$ cat src/rtl/foo_pkg.sv
// Shared constants and types for the foo lane packer.
//   LANE_W     : default per-lane result width
//   DROP_CNT_W : width of the saturating drop counter
//   beat_t     : one packed two-lane beat at the default lane width
package foo_pkg;

  localparam int unsigned LANE_W     = 64;
  localparam int unsigned DROP_CNT_W = 16;

  typedef logic [2*LANE_W-1:0] beat_t;

endpackage

$ cat src/rtl/foo_sync_fifo.sv
// Generic count-based synchronous FIFO. Full and empty are decided by the
// occupancy counter only, never by comparing pointers.
// Ports:
//   clk   : clock, rising edge
//   rst   : synchronous active-high reset (pointers and count cleared)
//   push  : write wdata at the write pointer (caller guarantees not full, or
//           a simultaneous pop)
//   pop   : advance the read pointer (caller guarantees not empty)
//   wdata : write data
//   rdata : head entry, driven combinationally from storage
//   count : current occupancy, 0..Depth
module foo_sync_fifo #(
  parameter int unsigned Width = 128,
  parameter int unsigned Depth = 4,
  localparam int unsigned PtrW = $clog2(Depth),
  localparam int unsigned CntW = PtrW + 1
) (
  input  logic             clk,
  input  logic             rst,
  input  logic             push,
  input  logic             pop,
  input  logic [Width-1:0] wdata,
  output logic [Width-1:0] rdata,
  output logic [CntW-1:0]  count
);

  logic [Width-1:0] mem_q [Depth];
  logic [PtrW-1:0]  wr_ptr_q, wr_ptr_d;
  logic [PtrW-1:0]  rd_ptr_q, rd_ptr_d;
  logic [CntW-1:0]  count_q, count_d;

  always_comb begin
    wr_ptr_d = wr_ptr_q;
    rd_ptr_d = rd_ptr_q;
    count_d  = count_q;
    // Depth is a power of two, so the pointers wrap by plain overflow.
    if (push) begin
      wr_ptr_d = wr_ptr_q + PtrW'(1);
    end
    if (pop) begin
      rd_ptr_d = rd_ptr_q + PtrW'(1);
    end
    unique case ({push, pop})
      2'b10:   count_d = count_q + CntW'(1);
      2'b01:   count_d = count_q - CntW'(1);
      default: count_d = count_q;
    endcase
  end

  always_ff @(posedge clk) begin
    if (rst) begin
      wr_ptr_q <= '0;
      rd_ptr_q <= '0;
      count_q  <= '0;
    end else begin
      wr_ptr_q <= wr_ptr_d;
      rd_ptr_q <= rd_ptr_d;
      count_q  <= count_d;
    end
  end

  // Storage is intentionally not reset.
  always_ff @(posedge clk) begin
    if (push && !rst) begin
      mem_q[wr_ptr_q] <= wdata;
    end
  end

  assign rdata = mem_q[rd_ptr_q];
  assign count = count_q;

endmodule

$ cat src/rtl/foo_lane_packer.sv
// Packs the two 64-bit lane results of the foo array into one beat {x1, x0},
// buffers beats in a small FIFO and presents them on a valid/ready stream.
// The producer cannot be stalled: a beat arriving while the FIFO is full
// (and not being drained that cycle) is dropped and counted.
// Optional feature macro: FOO_PACKER_CHECKSUM_EN adds a running XOR of all
// popped beats on the checksum port.
// Ports:
//   clk, rst   : clock and synchronous active-high reset
//   in_valid   : lanes carry a result this cycle
//   x0, x1     : lane 0 / lane 1 results
//   out_valid  : head beat available
//   out_ready  : consumer accepts head beat
//   out_data   : head beat {x1, x0}
//   count      : FIFO occupancy
//   overflow   : sticky, a beat has been dropped since reset
//   drop_cnt   : saturating count of dropped beats
//   checksum   : XOR of popped beats (only with FOO_PACKER_CHECKSUM_EN)
module foo_lane_packer
  import foo_pkg::*;
#(
  parameter int unsigned DEPTH = 4,
  parameter int unsigned WIDTH = LANE_W,
  localparam int unsigned CntW = $clog2(DEPTH) + 1
) (
  input  logic                  clk,
  input  logic                  rst,
  input  logic                  in_valid,
  input  logic [WIDTH-1:0]      x0,
  input  logic [WIDTH-1:0]      x1,
  output logic                  out_valid,
  input  logic                  out_ready,
  output logic [2*WIDTH-1:0]    out_data,
  output logic [CntW-1:0]       count,
  output logic                  overflow,
`ifdef FOO_PACKER_CHECKSUM_EN
  output logic [2*WIDTH-1:0]    checksum,
`endif
  output logic [DROP_CNT_W-1:0] drop_cnt
);

  localparam logic [CntW-1:0] FullCnt = CntW'(DEPTH);

  logic                  full;
  logic                  push;
  logic                  pop;
  logic                  drop;
  logic [CntW-1:0]       fifo_count;
  logic [2*WIDTH-1:0]    fifo_rdata;

  logic                  overflow_q, overflow_d;
  logic [DROP_CNT_W-1:0] drop_cnt_q, drop_cnt_d;

  // out_valid depends on registered occupancy only, so out_ready never
  // reaches out_valid or out_data combinationally.
  assign out_valid = (fifo_count != '0);
  assign full      = (fifo_count == FullCnt);
  assign pop       = out_valid && out_ready;
  // A pop in the same cycle frees the slot, so a full FIFO still accepts.
  assign push      = in_valid && (!full || pop);
  assign drop      = in_valid && full && !pop;

  foo_sync_fifo #(
    .Width (2*WIDTH),
    .Depth (DEPTH)
  ) u_fifo (
    .clk   (clk),
    .rst   (rst),
    .push  (push),
    .pop   (pop),
    .wdata ({x1, x0}),
    .rdata (fifo_rdata),
    .count (fifo_count)
  );

  always_comb begin
    overflow_d = overflow_q;
    drop_cnt_d = drop_cnt_q;
    if (drop) begin
      overflow_d = 1'b1;
      if (drop_cnt_q != '1) begin
        drop_cnt_d = drop_cnt_q + DROP_CNT_W'(1);
      end
    end
  end

  always_ff @(posedge clk) begin
    if (rst) begin
      overflow_q <= 1'b0;
      drop_cnt_q <= '0;
    end else begin
      overflow_q <= overflow_d;
      drop_cnt_q <= drop_cnt_d;
    end
  end

`ifdef FOO_PACKER_CHECKSUM_EN
  logic [2*WIDTH-1:0] checksum_q, checksum_d;

  always_comb begin
    checksum_d = checksum_q;
    if (pop) begin
      checksum_d = checksum_q ^ fifo_rdata;
    end
  end

  always_ff @(posedge clk) begin
    if (rst) begin
      checksum_q <= '0;
    end else begin
      checksum_q <= checksum_d;
    end
  end

  assign checksum = checksum_q;
`endif

  assign out_data = fifo_rdata;
  assign count    = fifo_count;
  assign overflow = overflow_q;
  assign drop_cnt = drop_cnt_q;

endmodule
$ cat config.mk
export PLATFORM = sky130hd
export DESIGN_NAME = foo_lane_packer
export DESIGN_NICKNAME = d
export VERILOG_FILES = /design/src/rtl/foo_pkg.sv /design/src/rtl/foo_sync_fifo.sv /design/src/rtl/foo_lane_packer.sv
export SDC_FILE = /design/constraint.sdc
export NUM_CORES = 1
export LEC_CHECK = 0
export ABC_AREA = 1
export BUFFER_PORTS_ARGS = -buffer_cell sky130_fd_sc_hd__buf_4
export CORE_ASPECT_RATIO = 0.5
export CORE_MARGIN = 2
export CORE_UTILIZATION = 36
export CTS_BUF_LIST = sky130_fd_sc_hd__clkbuf_8
export DETAILED_ROUTE_END_ITERATION = 12
export GPL_ROUTABILITY_DRIVEN = 0
export GPL_TIMING_DRIVEN = 0
export PLACE_DENSITY = 0.66
export RECOVER_POWER = 50
export SETUP_SLACK_MARGIN = 0.15
export SLEW_MARGIN = 15
export SYNTH_ARGS = -nofsm -noshare
export SYNTH_HDL_FRONTEND = slang
export SYNTH_HIERARCHICAL = 1
export SYNTH_SLANG_ARGS = --single-unit
export TNS_END_PERCENT = 100
$ cat constraint.sdc
create_clock -name clk -period 7 [get_ports clk]
set_input_delay 1.05 -clock clk [delete_from_list [all_inputs] [get_ports clk]]
set_output_delay 1.05 -clock clk [all_outputs]
set_load 0.02 [all_outputs]
==> results.sh, run 1 <==
export IMPL_syn_avg_cell_area_um2=14.2
export IMPL_synth_edff_count=512
export IMPL_swShare=0.322
export IMPL_synth_area_um2=20900
export IMPL_synth_top_area_share=0.737
export IMPL_tritoncts="yes"
export IMPL_die_x_um=345
export IMPL_io_pins=281
export IMPL_min_period_ns=3.85
export IMPL_min_from="overflow"
export IMPL_crit_type="input pin to flop"
export IMPL_seqPwrFrac=0.440
export IMPL_power_internal_mw=5.70
export IMPL_cp_end_kind="flop"
export IMPL_fmax_mhz=260
export IMPL_cts_htree_levels=3
export IMPL_route_met2_wl_um=27600
export IMPL_critPathSlowestCell="clkbuf_1"
export IMPL_dr_wl_met3_um=2060
export IMPL_coreArea_um2=57300
export IMPL_fillCellCount=5169
export IMPL_hold_class="flop to flop"
export IMPL_grtUsageTotal=0.167
export IMPL_cts_hold_buffers_added=0
export IMPL_synthDistinctLibCells=35
export IMPL_rsz0062_at_grt="false"
export IMPL_cts_buffers=80
export IMPL_clock_skew_ns=0.0362
export IMPL_clock_sinks=538
export IMPL_drv_cap=1
export IMPL_detail_route_antenna_nets=0
export IMPL_p_sw_mw=2.70
export IMPL_synthArstFlopShare=0
export IMPL_synthTopCellsByArea="edfxtp_1 (74%), nor2_1 (4.8%), o21ai_0 (3.7%)"
export IMPL_yosysWarnings=6
export IMPL_holdPathStages=1
export IMPL_cts_root_buf="clkbuf_8"
export IMPL_antenna_found_initial=9
export IMPL_path_max_fanout=22
export IMPL_status="finished, violations left"
export IMPL_worstReg2RegStart="u_fifo/count[1]"
export IMPL_instances_no_fill=2687
export IMPL_dieArea_um2=60000
export IMPL_worstSkewPairLatency_ns=0.66
export IMPL_drcViolationCount=0
export IMPL_vias_per_cell=4.95
export IMPL_fin_nets=1992
export IMPL_relSlewSlack=-0.0373
export IMPL_hold_viol=0
export IMPL_rrSetupSlack_ns=3.23
export IMPL_wl_per_cell_um=19.2
export IMPL_cts_resized=0
export IMPL_comb_power_share=0.275
export IMPL_whs_ns=0.469
export IMPL_clock_path_buffers=3
export IMPL_multi_input_area_um2=4220
export IMPL_syn_nets=1606
export IMPL_grt_pass1_wl_um=75500
export IMPL_power_frac_clock=0.285
export IMPL_synthTopCellsByCount="edfxtp_1 (512), nor2_1 (266), o21ai_0 (153), o21ai_1 (114), o22ai_1 (88)"
export IMPL_top_layer_used="met4"
export IMPL_netlist_instances=1467
export IMPL_syn_to_final_growth_pct=21.9
export IMPL_vias=13298
export IMPL_seq_area_um2=15900
export IMPL_synthFlopType="edfxtp_1"
export IMPL_route_layer_met1_wl_um=19900
export IMPL_dp_cells=2539
export IMPL_power_total_mw=8.40
export IMPL_cts_clk_slew_worst_paths_ns=0.07
export IMPL_slew_violations=21
export IMPL_synth_yosys_seq_area_share=0.762
export IMPL_layout_drive_gt1_share=0.218
export IMPL_path_delay_family="buffers and inverters"
export IMPL_drt_total_wl_um=51500
export IMPL_worstPathArrival_ns=4.18
export IMPL_drtIter0Drc=992
export IMPL_cp_required_ns=7.33
export IMPL_grt_pass1_vias=12889
export IMPL_cp_num_buf_inv=6
export IMPL_start_util=0.364
export IMPL_power_density_nw_per_um2=330
export IMPL_period_share=0.550
export IMPL_setup_violations=0
export IMPL_max_vdd_ir_drop_v=0.000165
export IMPL_slowest_delay_ns=1.10
export IMPL_drtPass1Iterations=5
export IMPL_die_h_um=174
export IMPL_std_cell_rows=62
export IMPL_r2r_cells=10
export IMPL_violations="max-capacitance violations, max-slew violations"
export IMPL_startpoint_type="input pin"
export IMPL_p_leak_nw=8.63
export IMPL_tightest_slew_ns=1.56
export IMPL_yosysMostFrequentCell="edfxtp_1"
export IMPL_dp_hpwl_um=33800
export IMPL_worstPathCellList="clkbuf_4, inv_1, nand2_1, nor2_1, nor2_1, nand2_1, nor2_1, clkbuf_1, buf_12, buf_12, buf_12"
export IMPL_ys_ff_latch=538
export IMPL_yosysTopAreaCell="edfxtp_1"
export IMPL_whs_endpoint="overflow"
export IMPL_r2r_end="u_fifo/mem_q[0][25]"
export IMPL_post_cts_buffers=0
export IMPL_grt_max_degree=25
export IMPL_portBuffers=280
export IMPL_gr_total_overflow=0
## worst register-to-register path, cell delays in order (launching register included)
cell and delay (ns):
dfxtp_1 0.40, inv_1 0.06, nand2_1 0.07, nor2_1 0.06, nor2_1 0.13, nand2_1 0.16
nor2_1 0.72, clkbuf_1 1.10, buf_12 0.31, buf_12 0.22, buf_12 0.22
## cells in the final DEF (no fill, tap or decap), types with 4 or more instances in the layout
master,n
a21oi_1,15
buf_12,18
buf_16,7
buf_2,16
buf_4,160
buf_6,19
clkbuf_1,167
clkbuf_8,82
clkinv_1,13
clkinv_2,7
dfxtp_1,26
diode_2,10
edfxtp_1,512
ha_1,6
inv_1,57
nand2_1,53
nand2_2,4
nand3_1,10
nand3_2,5
nand4_1,5
nor2_1,265
nor2_2,37
o21ai_0,153
o21ai_1,114
o22ai_1,88
o22ai_2,40
## per-layer routing
layer	vias to the layer above	global-route usage
met5	-	0
met4	0	0.0781
met3	108	0.0287
met2	335	0.302
met1	6607	0.193
li1	6248	-
## how the worst max path moves through the flow
stage	start	end	slack (ns)	depth (start not counted)
global placement	out_ready	u_fifo/mem_q[0][82]	-5.05	7
CTS	flop	out_data[93]	3.34	5
floorplan	out_ready	u_fifo/mem_q[0][0]	-0.37	6
detailed placement	out_ready	u_fifo/mem_q[3][90]	3.60	10
global route	u_fifo/count[1]	u_fifo/mem_q[0][25]	2.83	10
finish	out_ready	u_fifo/mem_q[0][25]	3.15	11
## area by class of cell
class | count | area share
inverter | 38 | 0.00576
antenna | 10 | 0.000984
tap | 768 | 0.0378
buffer | 86 | 0.0234
clock buffer | 82 | 0.0444
sequential | 538 | 0.625
clock inverter | 56 | 0.0139
timing repair buffer | 304 | 0.0828
multi-input combinational | 805 | 0.166
## state kept, by name, indices dropped and copies added, names as in the netlist, named ones only
| register | count |
|---|---|
| overflow | 1 |
| u_fifo/wr_ptr_q | 2 |
| u_fifo/rd_ptr_q | 2 |
| drop_cnt | 16 |
| u_fifo/mem_q | 512 |
| u_fifo/count | 3 |
## through the flow
stage          utilization  setup TNS [ns]  worst slack (ns)  cell area, um2
4_1_cts              0.453               0              3.34           26000
3_3_place_gp         0.417        -2481.49             -5.05           23900
6_report             0.444               0              3.15           25400
5_1_grt              0.444               0              2.83           25400
2_1_floorplan            -         -190.74            -0.373           20900
3_5_place_dp         0.428               0              3.60           24500
## kinds of logic (layout without fill, tap and decap cells)
family,after synthesis,after routing,share of synthesized area
adders and majority gates,7,7,0.00456
and+or+nand+nor,382,382,0.0778
AOI/OAI and AO/OA,412,412,0.119
other,0,10,0
buffers and inverters,124,566,0.0356
xor gates and xnor gates,4,4,0.00168
DFF,538,538,0.762
## power groups by stage
stage	Sequential [mW]	Clock, mW	Combinational [mW]
3_5_place_dp	3.77	0	2.37
3_3_place_gp	3.81	0	2.31
6_report	3.70	2.39	2.31
2_1_floorplan	3.79	0	1.32
5_1_grt	3.71	2.59	2.45
4_1_cts	3.70	2.46	2.37
(Power assumes the default switching activity.)
==> run 2, diff against run 1 <==
--- a/config.mk
+++ b/config.mk
@@ -14,7 +14,7 @@
 export DETAILED_ROUTE_END_ITERATION = 12
 export GPL_ROUTABILITY_DRIVEN = 0
 export GPL_TIMING_DRIVEN = 0
-export PLACE_DENSITY = 0.66
+export PLACE_DENSITY = 0.64
 export RECOVER_POWER = 50
 export SETUP_SLACK_MARGIN = 0.15
 export SLEW_MARGIN = 15
==> constraint.sdc (replaced) <==
create_clock -name clk -period 3.8 [get_ports clk]
set_input_delay 0.57 -clock clk [delete_from_list [all_inputs] [get_ports clk]]
set_output_delay 0.57 -clock clk [all_outputs]
set_load 0.02 [all_outputs]
==> run 2 against run 1 <==
The flow still finishes with violations (max-capacitance violations, max-slew violations). Critical endpoint is now u_fifo/mem_q[0][94]. Combinational power rose by 84%. Non-clock buffer count did not move. Worst setup slack got worse by 2.5 ns. First-iteration DRC count rose by 4.2%. Clock skew fell by 0.0085 ns. Routed wire length rose by 1.4%. Clock power rose by 71%. Cell area fell by 0.49%.
==> results.sh, run 2 (same netlist as run 1, synthesis figures left out) <==
export IMPL_worstPathCellList="inv_1, nand2_1, nor2_1, nor2_1, nand2_1, nor2_1, buf_16, buf_12, buf_12"
export IMPL_die_h_um=174
export IMPL_std_cell_rows=62
export IMPL_worstSkewPairLatency_ns=0.62
export IMPL_clock_skew_ns=0.0277
export IMPL_place_area_um2=24500
export IMPL_setup_violations=0
export IMPL_whs_ns=0.194
export IMPL_coreArea_um2=57300
export IMPL_rrSetupSlack_ns=0.62
export IMPL_cp_depth=9
export IMPL_drt_total_wl_um=52200
export IMPL_relSlewSlack=-0.0288
export IMPL_endpoint="u_fifo/mem_q[0][94]"
export IMPL_cts_clk_slew_worst_paths_ns=0.06
export IMPL_r2r_cells=9
export IMPL_tightest_slew_ns=1.54
export IMPL_grt_pass1_vias=12730
export IMPL_max_vdd_ir_drop_v=0.000272
export IMPL_die_x_um=345
export IMPL_fmax_mhz=314
export IMPL_fin_util=0.441
export IMPL_worstPathArrival_ns=3.50
export IMPL_antenna_found_initial=6
export IMPL_cts_htree_levels=3
export IMPL_dieArea_um2=60000
export IMPL_grt_pass1_wl_um=76100
export IMPL_startpoint_type="flop"
export IMPL_cp_num_buf_inv=4
export IMPL_path_max_fanout=23
export IMPL_drv_cap=1
export IMPL_status="finished, violations left"
export IMPL_hold_viol=0
export IMPL_slew_violations=11
export IMPL_drtPass1Iterations=5
export IMPL_cts_buffers=80
export IMPL_slowest_delay_ns=1.19
export IMPL_wl_per_cell_um=19.4
export IMPL_start_util=0.364
export IMPL_detail_route_antenna_nets=0
export IMPL_cp_required_ns=4.11
export IMPL_cts_resized=0
export IMPL_final_area_um2=25300
export IMPL_cp_end_kind="flop"
export IMPL_cp_startpoint="u_fifo/count[1]"
export IMPL_violations="max-capacitance violations, max-slew violations"
export IMPL_hold_class="input pin to flop"
export IMPL_vias=13094
export IMPL_mostFrequentLayoutCells="edfxtp_1 (512), nor2_1 (264), clkbuf_1 (185)"
export IMPL_vias_per_cell=4.88
export IMPL_cts_root_buf="clkbuf_8"
export IMPL_post_cts_buffers=0
export IMPL_drcViolationCount=0
export IMPL_tritoncts="yes"
export IMPL_critPathSlowestCell="nor2_1"
export IMPL_grtUsageTotal=0.169
export IMPL_grt_max_degree=26
export IMPL_largest_register_ffs=512
export IMPL_power_total_mw=15.2
export IMPL_fin_nets=1992
export IMPL_gr_total_overflow=0
export IMPL_rsz0062_at_grt="false"
export IMPL_cts_hold_buffers_added=0
export IMPL_p_leak_nw=8.53
export IMPL_top_register="u_fifo/mem_q"
export IMPL_dp_hpwl_um=33700
export IMPL_layout_drive_gt1_share=0.202
export IMPL_path_delay_family="simple AND/OR/NAND/NOR gates"
export IMPL_layout_commonest_cell="edfxtp_1"
export IMPL_clock_path_buffers=3
export IMPL_period_share=0.837
export IMPL_portBuffers=280
export IMPL_crit_type="flop to flop"
export IMPL_power_density_nw_per_um2=599
export IMPL_r2r_end="u_fifo/mem_q[0][94]"
export IMPL_syn_to_final_growth_pct=21.3
export IMPL_worst_path_most_repeated_cell="nor2_1"
export IMPL_clock_sinks=538
export IMPL_drtIter0Drc=1034
export IMPL_io_pins=281
export IMPL_worstReg2RegStart="u_fifo/count[1]"
export IMPL_min_period_ns=3.18
[run 2: cell types whose count changed in the layout (fill, tap and decap cells not counted), moves of 2 or more]
cell / before / now
clkbuf_1: 167 / 185
bufinv_16: 3 / 0
clkinv_1: 13 / 25
buf_16: 7 / 11
buf_4: 160 / 140
clkinv_2: 7 / 2
inv_8: 2 / 0
diode_2: 10 / 6
inv_1: 57 / 60
[run 2: stage by stage]
| step | setup WS, ns | cells | setup TNS [ns] |
|---|---|---|---|
| 2_1_floorplan | -0.977 | 1467 | -500.15 |
| 3_3_place_gp | -3.90 | 2515 | -1932.44 |
| 3_5_place_dp | 0.809 | 2539 | 0 |
| 4_1_cts | 0.669 | 2678 | 0 |
| 5_1_grt | 0.355 | 2683 | 0 |
| 6_report | 0.618 | 2684 | 0 |
[run 2: routing by layer]
layer	track usage	routed length (um)	vias up	part of all wire
li1	-	-	6248	-
met1	0.200	20400	6437	0.39
met2	0.306	28200	320	0.54
met3	0.0278	2040	87	0.039
met4	0.0641	1550	2	0.030
met5	0	12	-	0.00023
[run 2: worst min-delay path by stage]
| stage | depth (start not counted) | slack (ns) | endpoint | startpoint |
|---|---|---|---|---|
| after floorplan | 1 | 0.41 | flop | u_fifo/rd_ptr_q[1] |
| after global placement | 1 | 0.43 | u_fifo/rd_ptr_q[1] | u_fifo/rd_ptr_q[1] |
| after detailed placement | 1 | 0.44 | flop | u_fifo/rd_ptr_q[1] |
| after CTS | 1 | 0.1 | u_fifo/mem_q[2][57] | x0[57] |
| after global routing | 2 | 0.17 | drop_cnt[6] | rst |
| final | 2 | 0.19 | drop_cnt[6] | rst |
[run 2: layout make-up]
class,instances,area (um2)
well taps,768,961
clock inverters,57,230
fillers,5193,32000
flip-flops and latches,538,15900
clock buffers,82,1130
repair buffers,304,2110
diodes,6,15.0
multi-input cells,805,4230
inverters,38,146
plain buffers,86,596
[run 2: worst register-to-register path, cell delays in order, from the launching register on]
cell,delay (ns)
dfxtp_1,0.41
inv_1,0.06
nand2_1,0.07
nor2_1,0.09
nor2_1,0.14
nand2_1,0.19
nor2_1,1.19
buf_16,0.27
buf_12,0.22
buf_12,0.22
[run 2: power by group]
group	leakage (nW)	internal [mW]	switching, mW
Clock	0.793	1.99	2.09
Sequential	4.86	6.73	0.0784
Combinational	2.87	1.52	2.75
Total	8.53	10.2	4.92
